## config.mk

```make
export PLATFORM = sky130hd
export DESIGN_NAME = regfile_write_arbiter
export DESIGN_NICKNAME = d
export VERILOG_FILES = /design/src/rtl/regfile_write_arbiter.sv
export SDC_FILE = /design/constraint.sdc
export NUM_CORES = 1
export LEC_CHECK = 0
export ABC_AREA = 0
export BUFFER_PORTS_ARGS = -buffer_cell sky130_fd_sc_hd__buf_2
export CAP_MARGIN = 15
export CORE_AREA = 2 2 78 80
export CTS_CLUSTER_SIZE = 8
export DETAILED_ROUTE_END_ITERATION = 8
export DIE_AREA = 0 0 80 82
export GPL_TIMING_DRIVEN = 1
export PLACE_DENSITY = 0.84
export SKIP_LAST_GASP = 1
export SYNTH_ARGS = -nofsm -noshare
export SYNTH_HDL_FRONTEND = slang
export SYNTH_SLANG_ARGS = --single-unit
```

## constraint.sdc

```tcl
create_clock -name CLK -period 1.8 [get_ports CLK]
set_input_delay 0.27 -clock CLK [delete_from_list [all_inputs] [get_ports CLK]]
set_output_delay 0.27 -clock CLK [all_outputs]
set_load 0.03 [all_outputs]
```

## src/rtl/regfile_write_arbiter.sv

```systemverilog
// Register-file write-port arbiter.
// Two requesters (A = ALU write-back, B = memory load) each own a one-entry
// pending slot. A single registered write port is shared round-robin between
// them, and a combinational read-hazard check covers every write not yet
// committed to the register file.
module regfile_write_arbiter (
    input  logic        CLK,
    input  logic        Reset,
    input  logic        ReqA_Valid,
    input  logic [1:0]  ReqA_Rd,
    input  logic [15:0] ReqA_Data,
    output logic        ReqA_Ready,
    input  logic        ReqB_Valid,
    input  logic [1:0]  ReqB_Rd,
    input  logic [15:0] ReqB_Data,
    output logic        ReqB_Ready,
    output logic        RegWrite,
    output logic [1:0]  Rd,
    output logic [15:0] WriteData,
    input  logic [1:0]  R1,
    input  logic [1:0]  R2,
    output logic        Stall,
    output logic        Busy
);

    // Round-robin pointer encoding: which requester was granted most recently.
    localparam logic GRANT_A = 1'b0;
    localparam logic GRANT_B = 1'b1;

    // True when a valid write entry targets either current read address.
    function automatic logic rd_hit(input logic       valid,
                                    input logic [1:0] rd,
                                    input logic [1:0] r1,
                                    input logic [1:0] r2);
        return valid && ((rd == r1) || (rd == r2));
    endfunction

    // Pending slots
    logic        pend_a_q, pend_a_d;
    logic [1:0]  rd_a_q,   rd_a_d;
    logic [15:0] data_a_q, data_a_d;
    logic        pend_b_q, pend_b_d;
    logic [1:0]  rd_b_q,   rd_b_d;
    logic [15:0] data_b_q, data_b_d;

    // Arbitration and issue stage
    logic        last_grant_q, last_grant_d;
    logic        reg_write_q,  reg_write_d;
    logic [1:0]  rd_q,         rd_d;
    logic [15:0] wdata_q,      wdata_d;

    logic        grant_a_s;
    logic        grant_b_s;
    logic        accept_a_s;
    logic        accept_b_s;

    // Grant selection: a lone pending slot wins; on contention the requester
    // not granted last time wins, so neither side can starve.
    always_comb begin
        grant_a_s = 1'b0;
        grant_b_s = 1'b0;
        case ({pend_a_q, pend_b_q})
            2'b10: grant_a_s = 1'b1;
            2'b01: grant_b_s = 1'b1;
            2'b11: begin
                if (last_grant_q == GRANT_B) begin
                    grant_a_s = 1'b1;
                end else begin
                    grant_b_s = 1'b1;
                end
            end
            default: begin
                grant_a_s = 1'b0;
                grant_b_s = 1'b0;
            end
        endcase
    end

    // A slot is free when empty or when it drains this cycle, so a
    // requester can sustain one write per cycle.
    assign ReqA_Ready = !pend_a_q || grant_a_s;
    assign ReqB_Ready = !pend_b_q || grant_b_s;
    assign accept_a_s = ReqA_Valid && ReqA_Ready;
    assign accept_b_s = ReqB_Valid && ReqB_Ready;

    // Pending-slot next state: a new accept overrides the drain of the same slot.
    always_comb begin
        pend_a_d = pend_a_q;
        rd_a_d   = rd_a_q;
        data_a_d = data_a_q;
        pend_b_d = pend_b_q;
        rd_b_d   = rd_b_q;
        data_b_d = data_b_q;
        if (accept_a_s) begin
            pend_a_d = 1'b1;
            rd_a_d   = ReqA_Rd;
            data_a_d = ReqA_Data;
        end else if (grant_a_s) begin
            pend_a_d = 1'b0;
        end else begin
            pend_a_d = pend_a_q;
        end
        if (accept_b_s) begin
            pend_b_d = 1'b1;
            rd_b_d   = ReqB_Rd;
            data_b_d = ReqB_Data;
        end else if (grant_b_s) begin
            pend_b_d = 1'b0;
        end else begin
            pend_b_d = pend_b_q;
        end
    end

    // Issue-stage next state: the granted entry moves to the write port;
    // with no grant the address/data hold and only RegWrite drops.
    always_comb begin
        reg_write_d  = grant_a_s || grant_b_s;
        rd_d         = rd_q;
        wdata_d      = wdata_q;
        last_grant_d = last_grant_q;
        if (grant_a_s) begin
            rd_d         = rd_a_q;
            wdata_d      = data_a_q;
            last_grant_d = GRANT_A;
        end else if (grant_b_s) begin
            rd_d         = rd_b_q;
            wdata_d      = data_b_q;
            last_grant_d = GRANT_B;
        end else begin
            last_grant_d = last_grant_q;
        end
    end

    // State registers; reset discards pending and issued writes and points
    // the round-robin at B so A wins the first contention.
    always_ff @(posedge CLK or posedge Reset) begin
        if (Reset) begin
            pend_a_q     <= 1'b0;
            rd_a_q       <= 2'd0;
            data_a_q     <= 16'h0000;
            pend_b_q     <= 1'b0;
            rd_b_q       <= 2'd0;
            data_b_q     <= 16'h0000;
            last_grant_q <= GRANT_B;
            reg_write_q  <= 1'b0;
            rd_q         <= 2'd0;
            wdata_q      <= 16'h0000;
        end else begin
            pend_a_q     <= pend_a_d;
            rd_a_q       <= rd_a_d;
            data_a_q     <= data_a_d;
            pend_b_q     <= pend_b_d;
            rd_b_q       <= rd_b_d;
            data_b_q     <= data_b_d;
            last_grant_q <= last_grant_d;
            reg_write_q  <= reg_write_d;
            rd_q         <= rd_d;
            wdata_q      <= wdata_d;
        end
    end

    assign RegWrite  = reg_write_q;
    assign Rd        = rd_q;
    assign WriteData = wdata_q;

    // A read must wait while any uncommitted write targets its address.
    assign Stall = rd_hit(pend_a_q,    rd_a_q, R1, R2) ||
                   rd_hit(pend_b_q,    rd_b_q, R1, R2) ||
                   rd_hit(reg_write_q, rd_q,   R1, R2);

    assign Busy = pend_a_q || pend_b_q || reg_write_q;

endmodule

```

* Word level (Yosys, flattened, before mapping)
Index checks and enable logic that the tools add are counted.
Word-level totals: register bits 58, output and inout port bits 23
Cells by class: equality and inequality tests 9, muxes and demuxes 14, reductions and logical operators 20
Operators by type and width (count):
- $mux 16 | 2
- $eq 2x2->1 | 6
- $logic_or 1x1->1 | 10
- $mux 1 | 8
- $reduce_bool 2->1 | 3
- $logic_and 1x1->1 | 5
- $eq 2x2->1 const B | 2
- $mux 2 | 2
- $pmux 1 s2 | 2
- $eq 2x1->1 const B | 1
- $logic_not 1->1 | 2

* Longest topological paths before layout
Gate-level depths: netlist (run 1).
depth after elaboration 5, gate-level depth with buffers 5, mapped depth without buffers 4

* Worst setup path before layout (run 1)
OpenSTA, ideal clock, no wires.
path kind reg-to-reg, from register last_grant_q, to register data_b_q[0], arrival 1.402 ns, data required time 1.673 ns, slack 0.271 ns, cell stages (with the launch flop) 5, cell sequence dfstp_2 nand3_2 nand2_4 buf_6 mux2_1
Between the ends: word-level cells in the longest chain between the ends 4
Ends and longest elaborated chain:
- from (decl) | RTL line 47 | logic last_grant_q, last_grant_d;
- from (signal assigned) | RTL line 155 | last_grant_q <= last_grant_d;
- $mux 1 | RTL line 66 | if (last_grant_q == GRANT_B) begin
- $pmux 1 s2 | RTL line 62 | case ({pend_a_q, pend_b_q})
- $logic_or 1x1->1 | RTL line 82 | assign ReqB_Ready = !pend_b_q || grant_b_s;
- named net ReqB_Ready | RTL line 16 | output logic ReqB_Ready,
- $logic_and 1x1->1 | RTL line 84 | assign accept_b_s = ReqB_Valid && ReqB_Ready;
- to (signal assigned) | RTL line 154 | data_b_q <= data_b_d;
- to (decl) | RTL line 44 | logic [15:0] data_b_q, data_b_d;
The timed path passes the listed nets, and every way through them passes these cells. A chain may end at the register's enable or synchronous reset.

* Worst setup path after layout (run 1)
from register rd_a_q[0], to output Stall
Between the ends: word-level cells in the longest chain between the ends 5, elaborated cells on any way between the ends 6, classes of those cells eq/ne: 2; reduce/logical: 4
Ends and longest elaborated chain:
- from (decl) | RTL line 40 | logic [1:0] rd_a_q, rd_a_d;
- from (signal assigned) | RTL line 150 | rd_a_q <= rd_a_d;
- $eq 2x2->1 | RTL line 35 | return valid && ((rd == r1) || (rd == r2));
- $logic_or 1x1->1 (*) | RTL line 35
- $logic_and 1x1->1 (*) | RTL line 35
- $logic_or 1x1->1 (*) | RTL line 167 | assign Stall = rd_hit(pend_a_q, rd_a_q, R1, R2) ||
- $logic_or 1x1->1 (*) | RTL line 168 | rd_hit(pend_b_q, rd_b_q, R1, R2) ||
- to (decl) | RTL line 22 | output logic Stall,
Every way passes the cells marked *; elsewhere a longest branch is shown, timed or not.

==> results of run 1 <==
[worst max-delay path, cell delays in order, from the launching register on]
cell and delay, ns:
dfrtp_1 0.41, xor2_1 0.17, o22ai_1 0.09, a222oi_1 0.32
inv_1 0.09, buf_6 0.15
[synthesized netlist by cell type (all sizes together)]
library cell / n / share of area
o21ai: 1 / 0.0019
nand2b: 3 / 0.0072
buf: 10 / 0.025
a222oi: 1 / 0.0038
o22ai: 21 / 0.050
or3: 1 / 0.0024
xor2: 12 / 0.040
dfstp: 1 / 0.010
or2: 1 / 0.0024
nor2: 36 / 0.052
nand2: 3 / 0.011
dfrtp: 57 / 0.55
mux2: 54 / 0.23
nand3: 2 / 0.0077
inv: 3 / 0.0043
[area by class of cell]
cell class	count	area, um^2
inverters	3	11.3
well taps	75	93.8
repair buffers	78	442
flip-flops and latches	58	1460
clock inverters	1	5.00
clock buffers	15	196
fillers	488	2470
multi-input cells	135	1070
[per-layer routing]
layer | track usage | vias up | share of wire | routed length, um
li1 | - | 889 | - | -
met3 | 0.0385 | 13 | 0.053 | 301
met5 | 0 | - | 0 | 0
met4 | 0.117 | 0 | 0.028 | 160
met2 | 0.328 | 54 | 0.50 | 2830
met1 | 0.221 | 901 | 0.42 | 2430
[through the flow]
stage	cells	setup TNS, ns	instance area (um^2)	total power, mW	util
floorplan	206	0	2600	3.51	-
global placement	343	0	3020	3.99	0.526
detailed placement	343	0	3020	4.07	0.526
CTS	365	-0.0372	3280	5.35	0.570
global route	365	-0.0646	3280	5.63	0.571
finish	365	-0.0234	3280	5.32	0.571
[how the worst max path moves through the flow]
stage / startpoint / to / slack, ns / depth (start not counted)
2_1_floorplan: Reset / Rd[0] / 0.10 / 1
3_3_place_gp: pend_a_q / WriteData[6] / 0.31 / 4
3_5_place_dp: rd_a_q[0] / Stall / 0.28 / 5
4_1_cts: Rd[1] / Stall / -0.04 / 5
5_1_grt: rd_a_q[0] / Stall / -0.06 / 5
6_report: rd_a_q[0] / Stall / -0.02 / 5
[flip-flops by register name, summed over array words and instances (netlist names)]
register and flops:
RegWrite 1, data_b_q 16, WriteData 16, rd_b_q 2, rd_a_q 2, pend_b_q 1
Rd 2, last_grant_q 1, data_a_q 16, pend_a_q 1
[kinds of logic (layout without fill, tap and decap cells)]
family          Yosys count  count (layout)  synth area share
flops                    58              58             0.558
simple gates             46              46            0.0827
xor+xnor                 12              12            0.0404
buf+inv                  13              97            0.0293
compound gates           23              23            0.0562
mux                      54              54             0.234
[cell usage in the layout, fill, tap and decap left out]
cell type,n
mux2_2,34
dfrtp_2,3
clkbuf_1,1
or3_1,1
buf_2,65
or2_2,1
o22ai_1,21
nor2_1,36
clkinv_2,1
xor2_1,12
nand2_4,2
nand2_2,1
buf_6,1
dlygate4sd3_1,1
inv_2,1
clkbuf_8,14
buf_4,10
o21ai_0,1
dfrtp_1,54
nand3_2,2
mux2_1,20
buf_12,1
inv_1,2
nand2b_1,3
a222oi_1,1
dfstp_2,1
[report_power, final]
group	internal, mW	total [mW]	leakage (nW)	switching [mW]
clock network	0.687	1.18	0.106	0.496
registers	1.76	2.07	0.665	0.307
logic	0.867	2.07	0.727	1.21
total	3.32	5.32	1.50	2.01
[repair_timing]
| item | 4_1_cts | 5_1_grt |
|---|---|---|
| resized for setup | 2 | 3 |
| pin swaps | 4 | 2 |
| endpoints found under the setup margin | 1 | 1 |
| hold buffers | 1 | 0 |
| gates cloned | 0 | 0 |
| hold endpoints to repair | 17 | 0 |
| setup buffers | 5 | 0 |
==> out/qor.csv, run 1 <==
metric;value;unit
worst r2r src;pend_b_q;
drt pass-1 iters;4;
GRT Util Overall;0.191;
Crit Path Max Fanout;3;
GP Congestion;0.745;
final worst path period share;1.01;
Setup Crit Path Kind;flop to output port;
die extent in y;82;um
status;complete, but fails checks;
DRC Markers;0;
Sink Count;58;
crit path DAT;1.55;ns
WL final;5.72;mm
CP required;1.53;ns
Core ar.;5750;um^2
Die Footprint;6560;um^2
Ports;67;
worst hold stages;2;
min-delay src;ReqB_Data[8];
antenna cells;0;
crit end category;output port;
Slew HR;0.696;
clock buffer depth;2;
initial antenna violation count;0;
Max Cap Viol;0;
Syn Area/Cell;12.6;um^2
reg2reg setup slack;0.27;ns
crit path time final;1.82;ns
Post-Syn Nets;250;
vias in the first global route;2031;
Peak Freq;0.548;GHz
first-pass GRT wire length;9.32;mm
DRT iter0 DRCs;96;
vias per cell;5.09;
FF+latch count, synth;58;
failing checks;negative setup slack;
Setup WS post-layout;-0.0234;ns
Initial Util;0.453;
worst slew pin tran;0.455;ns
wire length per cell;15.7;um
DIE WIDTH;80;um
Cells after Synth;206;
synth warn;0;
largest net degree at the start of global routing;28;
grt ovf;0;
pwr/cell area;1620;nW/um^2
CTS tree;done;
unrepaired setup endpoints after global routing;true;
final setup violation count;1;
post-synthesis sequential area ratio;0.558;
final-stage net count;329;
Clock Skews;0.00544;ns
# H-tree levels;3;
Netlist cell types;20;
Worst R2R Path Depth;5;
Hold Slack;0.146;ns
hold crit path type;primary input to flop;
total CTS buffers;9;
RR Endpoint;WriteData[3];
clock-pin slew on the worst setup and hold paths;0.06;ns
post-synth design cell area;2600;um^2
fraction of layout cells with a size suffix above 1;0.472;
worst-skew pair later-pin latency;0.33;ns
port buffer count;66;
Hold Fails Final Rpt;0;
Final Max Tran Viols;0;
Worst VDD drop;716;uV
Lkg Pwr;1.50;nW
worst slack, placed;0.284;ns
Area Growth Syn to Fin;25.9;%
routed via count;1857;
Final ANT Viol Nets;0;
startpoint types;flop;
root buf cell;clkbuf_8;
hold-critical path endpoint;data_b_q[8];
cell row count;28;
Post-DP HPWL;3.90;mm
Power figures use the tool's default switching activity.
==> run 2, diff against run 1 <==
Settings changed: CORE_AREA 2 2 78 80 to 2 2 84 86, DIE_AREA 0 0 80 82 to 0 0 86 88, PLACE_DENSITY 0.84 to 0.75, SETUP_SLACK_MARGIN from default to 0.05.
==> out/qor.csv, run 2 (same netlist as run 1, synthesis figures left out) <==
metric;value;unit;change
status;complete, but fails checks;;
failing checks;negative setup slack;;
Setup WS post-layout;-0.0438;ns;-0.0204 ns
most common cell after layout, fill and taps aside;buf_2;;
final-stage net count;327;;-0.61%
DIE WIDTH;86;um;+7.5%
Hold Slack;0.133;ns;-0.0128 ns
fin area;3230;um^2;-1.4%
startpoint types;flop;;
unrepaired setup endpoints after global routing;true;;
Hold Fails Final Rpt;0;;unchanged
Area Growth Syn to Fin;24.2;%;
crit end category;output port;;
Crit Path Max Fanout;3;;unchanged
first-pass GRT wire length;9.38;mm;+0.74%
antenna cells;0;;unchanged
GP Congestion;0.726;;-2.5%
met3 Resource Use GR;0.0396;;+0.00112
routed via count;1830;;-1.5%
GRT Util Overall;0.168;;-0.0228
Final Max Tran Viols;0;;unchanged
final setup violation count;1;;unchanged
hold crit path type;primary input to flop;;
worst slew pin tran;0.379;ns;-0.0757 ns
Peak Freq;0.542;GHz;-1.1%
Worst VDD drop;544;uV;-24%
largest net degree at the start of global routing;34;;+21%
die extent in y;88;um;+7.3%
Worst Setup SP;rd_a_q[1];;
crit path time final;1.84;ns;+0.0204 ns
final worst path period share;1.02;;+0.0113
root buf cell;clkbuf_8;;
clock-pin slew on the worst setup and hold paths;0.07;ns;about the same
cell row count;30;;+7.1%
M1 GR Usage;0.199;;-0.0225
pwr/cell area;1580;nW/um^2;-2.4%
Clock Skews;0.00694;ns;+0.00150 ns
crit path DAT;1.57;ns;+0.02 ns
Max Cap Viol;0;;unchanged
WL final;5.91;mm;+3.3%
worst-skew pair later-pin latency;0.35;ns;+0.02 ns
most frequent cells in the layout;buf_2, dfrtp_1, nor2_1;;
DRC Markers;0;;unchanged
vias in the first global route;1923;;-5.3%
Final ANT Viol Nets;0;;unchanged
clock buffer depth;2;;unchanged
Ports;67;;unchanged
Core ar.;6640;um^2;+16%
min-delay src;ReqB_Data[3];;
port buffer count;66;;unchanged
drt pass-1 iters;4;;unchanged
CTS tree;done;;
worst r2r src;pend_a_q;;
total CTS buffers;9;;unchanged
Post-DP HPWL;4.17;mm;+7.0%
Initial Util;0.392;;-0.0613
fraction of layout cells with a size suffix above 1;0.455;;-0.0176
GR Util met2;0.277;;-0.0505
vias per cell;4.97;;-2.3%
GRT busiest layer;met2;;
wire length per cell;16.1;um;+2.4%
Sink Count;58;;unchanged
initial antenna violation count;0;;unchanged
grt ovf;0;;unchanged
Setup Crit Path Kind;flop to output port;;
Die Footprint;7570;um^2;+15%
Lkg Pwr;1.47;nW;-1.7%
DP Area;3030;um^2;+0.21%
CP required;1.53;ns;about the same
Slew HR;0.746;;+0.0500
Fillers;611;;+25%
# H-tree levels;3;;unchanged
DRT iter0 DRCs;72;;-25%
==> run 2: area by class of cell <==
class | count | area [um^2] | share of cell area
Clock inverter | 3 | 15.0 | 0.00464
Inverter | 3 | 11.3 | 0.00348
Clock buffer | 13 | 149 | 0.0460
Sequential cell | 58 | 1450 | 0.450
Multi-Input combinational cell | 135 | 1070 | 0.332
Tap cell | 80 | 100 | 0.0309
Timing Repair Buffer | 76 | 430 | 0.133
==> run 2: path summary, 6_finish.rpt <==
kind,endpoint,slack [ns],cells after the start
min reg2reg,data_a_q[10],0.50,1
min in group asynchronous,data_a_q[1],0.38,3
max,Stall,-0.04,5
max reg2reg,data_b_q[13],0.27,3
max in group asynchronous,last_grant_q,0.85,4
min,data_b_q[3],0.13,2
==> run 2: per-layer routing <==
metal  vias to the layer above  wire (um)
li1                        879          -
met2                        47       2960
met1                       892       2510
met3                        12        298
met4                         0        149
met5                         -          0
==> run 2: worst max-delay path, stage by stage (launching register included) <==
cell and delay (ns):
dfrtp_1 0.40, xor2_1 0.17, o22ai_1 0.11, a222oi_1 0.32, inv_1 0.09, buf_6 0.15
==> run 2: per-stage QoR <==
step	power, mW	cells	worst slack [ns]	TNS, ns	util
floorplan	3.51	206	0.104	0	-
global placement	4.01	348	0.246	0	0.456
detailed placement	4.09	348	0.264	0	0.456
CTS	5.17	368	-0.0360	-0.0360	0.487
global route	5.42	368	-0.150	-0.150	0.487
finish	5.13	368	-0.0438	-0.0438	0.487
==> run 2: report_power, final <==
group	total (mW)	switching (mW)	internal [mW]
Clock	1.02	0.492	0.530
Combinational	2.01	1.18	0.834
Sequential	2.09	0.332	1.76
Total	5.13	2.00	3.12
==> run 2: what timing repair did <==
action,4_1_cts,5_1_grt
hold buffers,1,0
gates resized for setup,4,0
pin swaps,5,0
setup buffers,3,0
endpoints found under the setup margin,2,2
hold endpoints to repair,8,0
==> run 3, diff against run 2 <==
==> constraint.sdc (replaced) <==
create_clock -name CLK -period 1.8 [get_ports CLK]
set_input_delay 0.09 -clock CLK [delete_from_list [all_inputs] [get_ports CLK]]
set_output_delay 0.09 -clock CLK [all_outputs]
set_load 0.03 [all_outputs]
==> out/qor.csv, run 3 (same netlist as run 1, synthesis figures left out) <==
metric;value;unit;change
status;finished, final reports clean;;
# H-tree levels;3;;unchanged
die extent in y;88;um;unchanged
routed via count;1980;;+8.2%
Post-DP HPWL;3.95;mm;-5.2%
first-pass GRT wire length;9.88;mm;+5.3%
worst slew pin tran;0.386;ns;+0.00663 ns
cell row count;30;;unchanged
clock buffer depth;2;;unchanged
Ports;67;;unchanged
post-route setup TNS;0;ns;+0.0438 ns
pwr/cell area;1450;nW/um^2;-8.7%
postcts setup bufs;0;;-3
GRT Util Overall;0.174;;+0.00555
Hold Fails Final Rpt;0;;unchanged
multi-input combinational cell area;1080;um^2;+0.70%
total CTS buffers;9;;unchanged
Slew HR;0.742;;-0.00444
slowest cell delay on critical path;0.44;ns;+0.04 ns
worst path buffer plus inverter count;2;;unchanged
Hold Slack;0.0359;ns;-0.0970 ns
Fillers;563;;-7.9%
Final ANT Viol Nets;0;;unchanged
DIE WIDTH;86;um;unchanged
Final Max Tran Viols;0;;unchanged
initial antenna violation count;0;;unchanged
most frequent cells in the layout;buf_2, dfrtp_1, dlygate4sd3_1;;
Initial Util;0.392;;unchanged
hold crit path type;primary input to flop;;
final worst path period share;0.918;;-0.106
wire length per cell;14.7;um;-8.2%
crit path time final;1.65;ns;-0.191 ns
vias per cell;4.93;;-0.95%
CP max-delay cell;dfrtp_2;;
crit path DAT;1.56;ns;about the same
Area Growth Syn to Fin;38.4;%;
drt pass-1 iters;4;;unchanged
Seq. cell area;1450;um^2;unchanged
Max Cap Viol;0;;unchanged
port buffer count;66;;unchanged
DRT iter0 DRCs;76;;+5.6%
final-stage net count;361;;+10%
final setup violation count;0;;-1
Die Footprint;7570;um^2;unchanged
CTS tree;done;;
Sink Count;58;;unchanged
fraction of layout cells with a size suffix above 1;0.404;;-0.0511
WL final;5.93;mm;+0.29%
worst path cell trace;xor2_1 -> o22ai_1 -> a222oi_1 -> inv_1 -> buf_6;;
Setup Crit Path Kind;flop to output port;;
GP Congestion;0.761;;+4.9%
clock-pin slew on the worst setup and hold paths;0.07;ns;about the same
cell family with most CP delay;flip-flops;;
unrepaired setup endpoints after global routing;true;;
most common cell after layout, fill and taps aside;buf_2;;
DRC Markers;0;;unchanged
crit end category;output port;;
worst-skew pair later-pin latency;0.33;ns;-0.02 ns
vias in the first global route;2085;;+8.4%
Clock Skews;0.00672;ns;-0.000226 ns
Core ar.;6640;um^2;unchanged
Crit Path Max Fanout;4;;+1
CP required;1.71;ns;+0.18 ns
Peak Freq;0.605;GHz;+12%
largest net degree at the start of global routing;59;;+74%
antenna cells;0;;unchanged
root buf cell;clkbuf_8;;
grt ovf;0;;unchanged
Worst VDD drop;631;uV;+16%
startpoint types;flop;;
Lkg Pwr;1.62;nW;+10%
## run 3: final timing paths
kind                             startpoint            to  slack, ns  cells after the start
min in group asynchronous             Reset   data_a_q[4]       0.37                      4
worst min-delay path             ReqB_Valid      pend_b_q       0.04                      2
worst min register to register  data_a_q[8]   data_a_q[8]       0.49                      1
worst max register to register     pend_b_q  WriteData[2]       0.32                      4
max in group asynchronous             Reset  last_grant_q       1.14                      4
worst max-delay path              rd_a_q[0]         Stall       0.15                      5
## run 3: report_power, final
group | internal (mW) | leakage (nW) | switching (mW)
Combinational | 0.870 | 0.859 | 1.19
Sequential | 1.76 | 0.667 | 0.316
Clock | 0.609 | 0.0965 | 0.475
Total | 3.24 | 1.62 | 1.98
## run 3: repair_timing
action | 4_1_cts | 5_1_grt
endpoints found under the setup margin | 0 | 1
gates resized for setup | 0 | 5
endpoints found under the hold margin | 94 | 0
hold buffers | 38 | 0
## run 3: cell type report
cell class / instances / share of cell area
clock buffer: 14 / 0.0479
clock inverter: 2 / 0.00278
inverter: 3 / 0.00312
multi-input combinational: 135 / 0.300
sequential: 58 / 0.403
tap: 80 / 0.0278
timing repair buffer: 110 / 0.215
## run 3: per-stage QoR
step	area (um^2)	power (mW)	worst slack, ns	instances	util
floorplan	2600	3.51	0.271	206	-
finish	3600	5.22	0.147	402	0.543
detailed placement	3030	4.07	0.332	348	0.456
global placement	3030	4.01	0.387	348	0.456
global route	3600	5.54	0.0230	402	0.543
CTS	3590	5.23	0.0656	402	0.540
## run 3: per-layer routing
layer / routed length [um] / vias up / global-route usage
met5: 0 / - / 0
met4: 106 / 0 / 0.0750
met3: 319 / 9 / 0.0566
met2: 2950 / 52 / 0.288
met1: 2550 / 975 / 0.209
li1: - / 944 / -
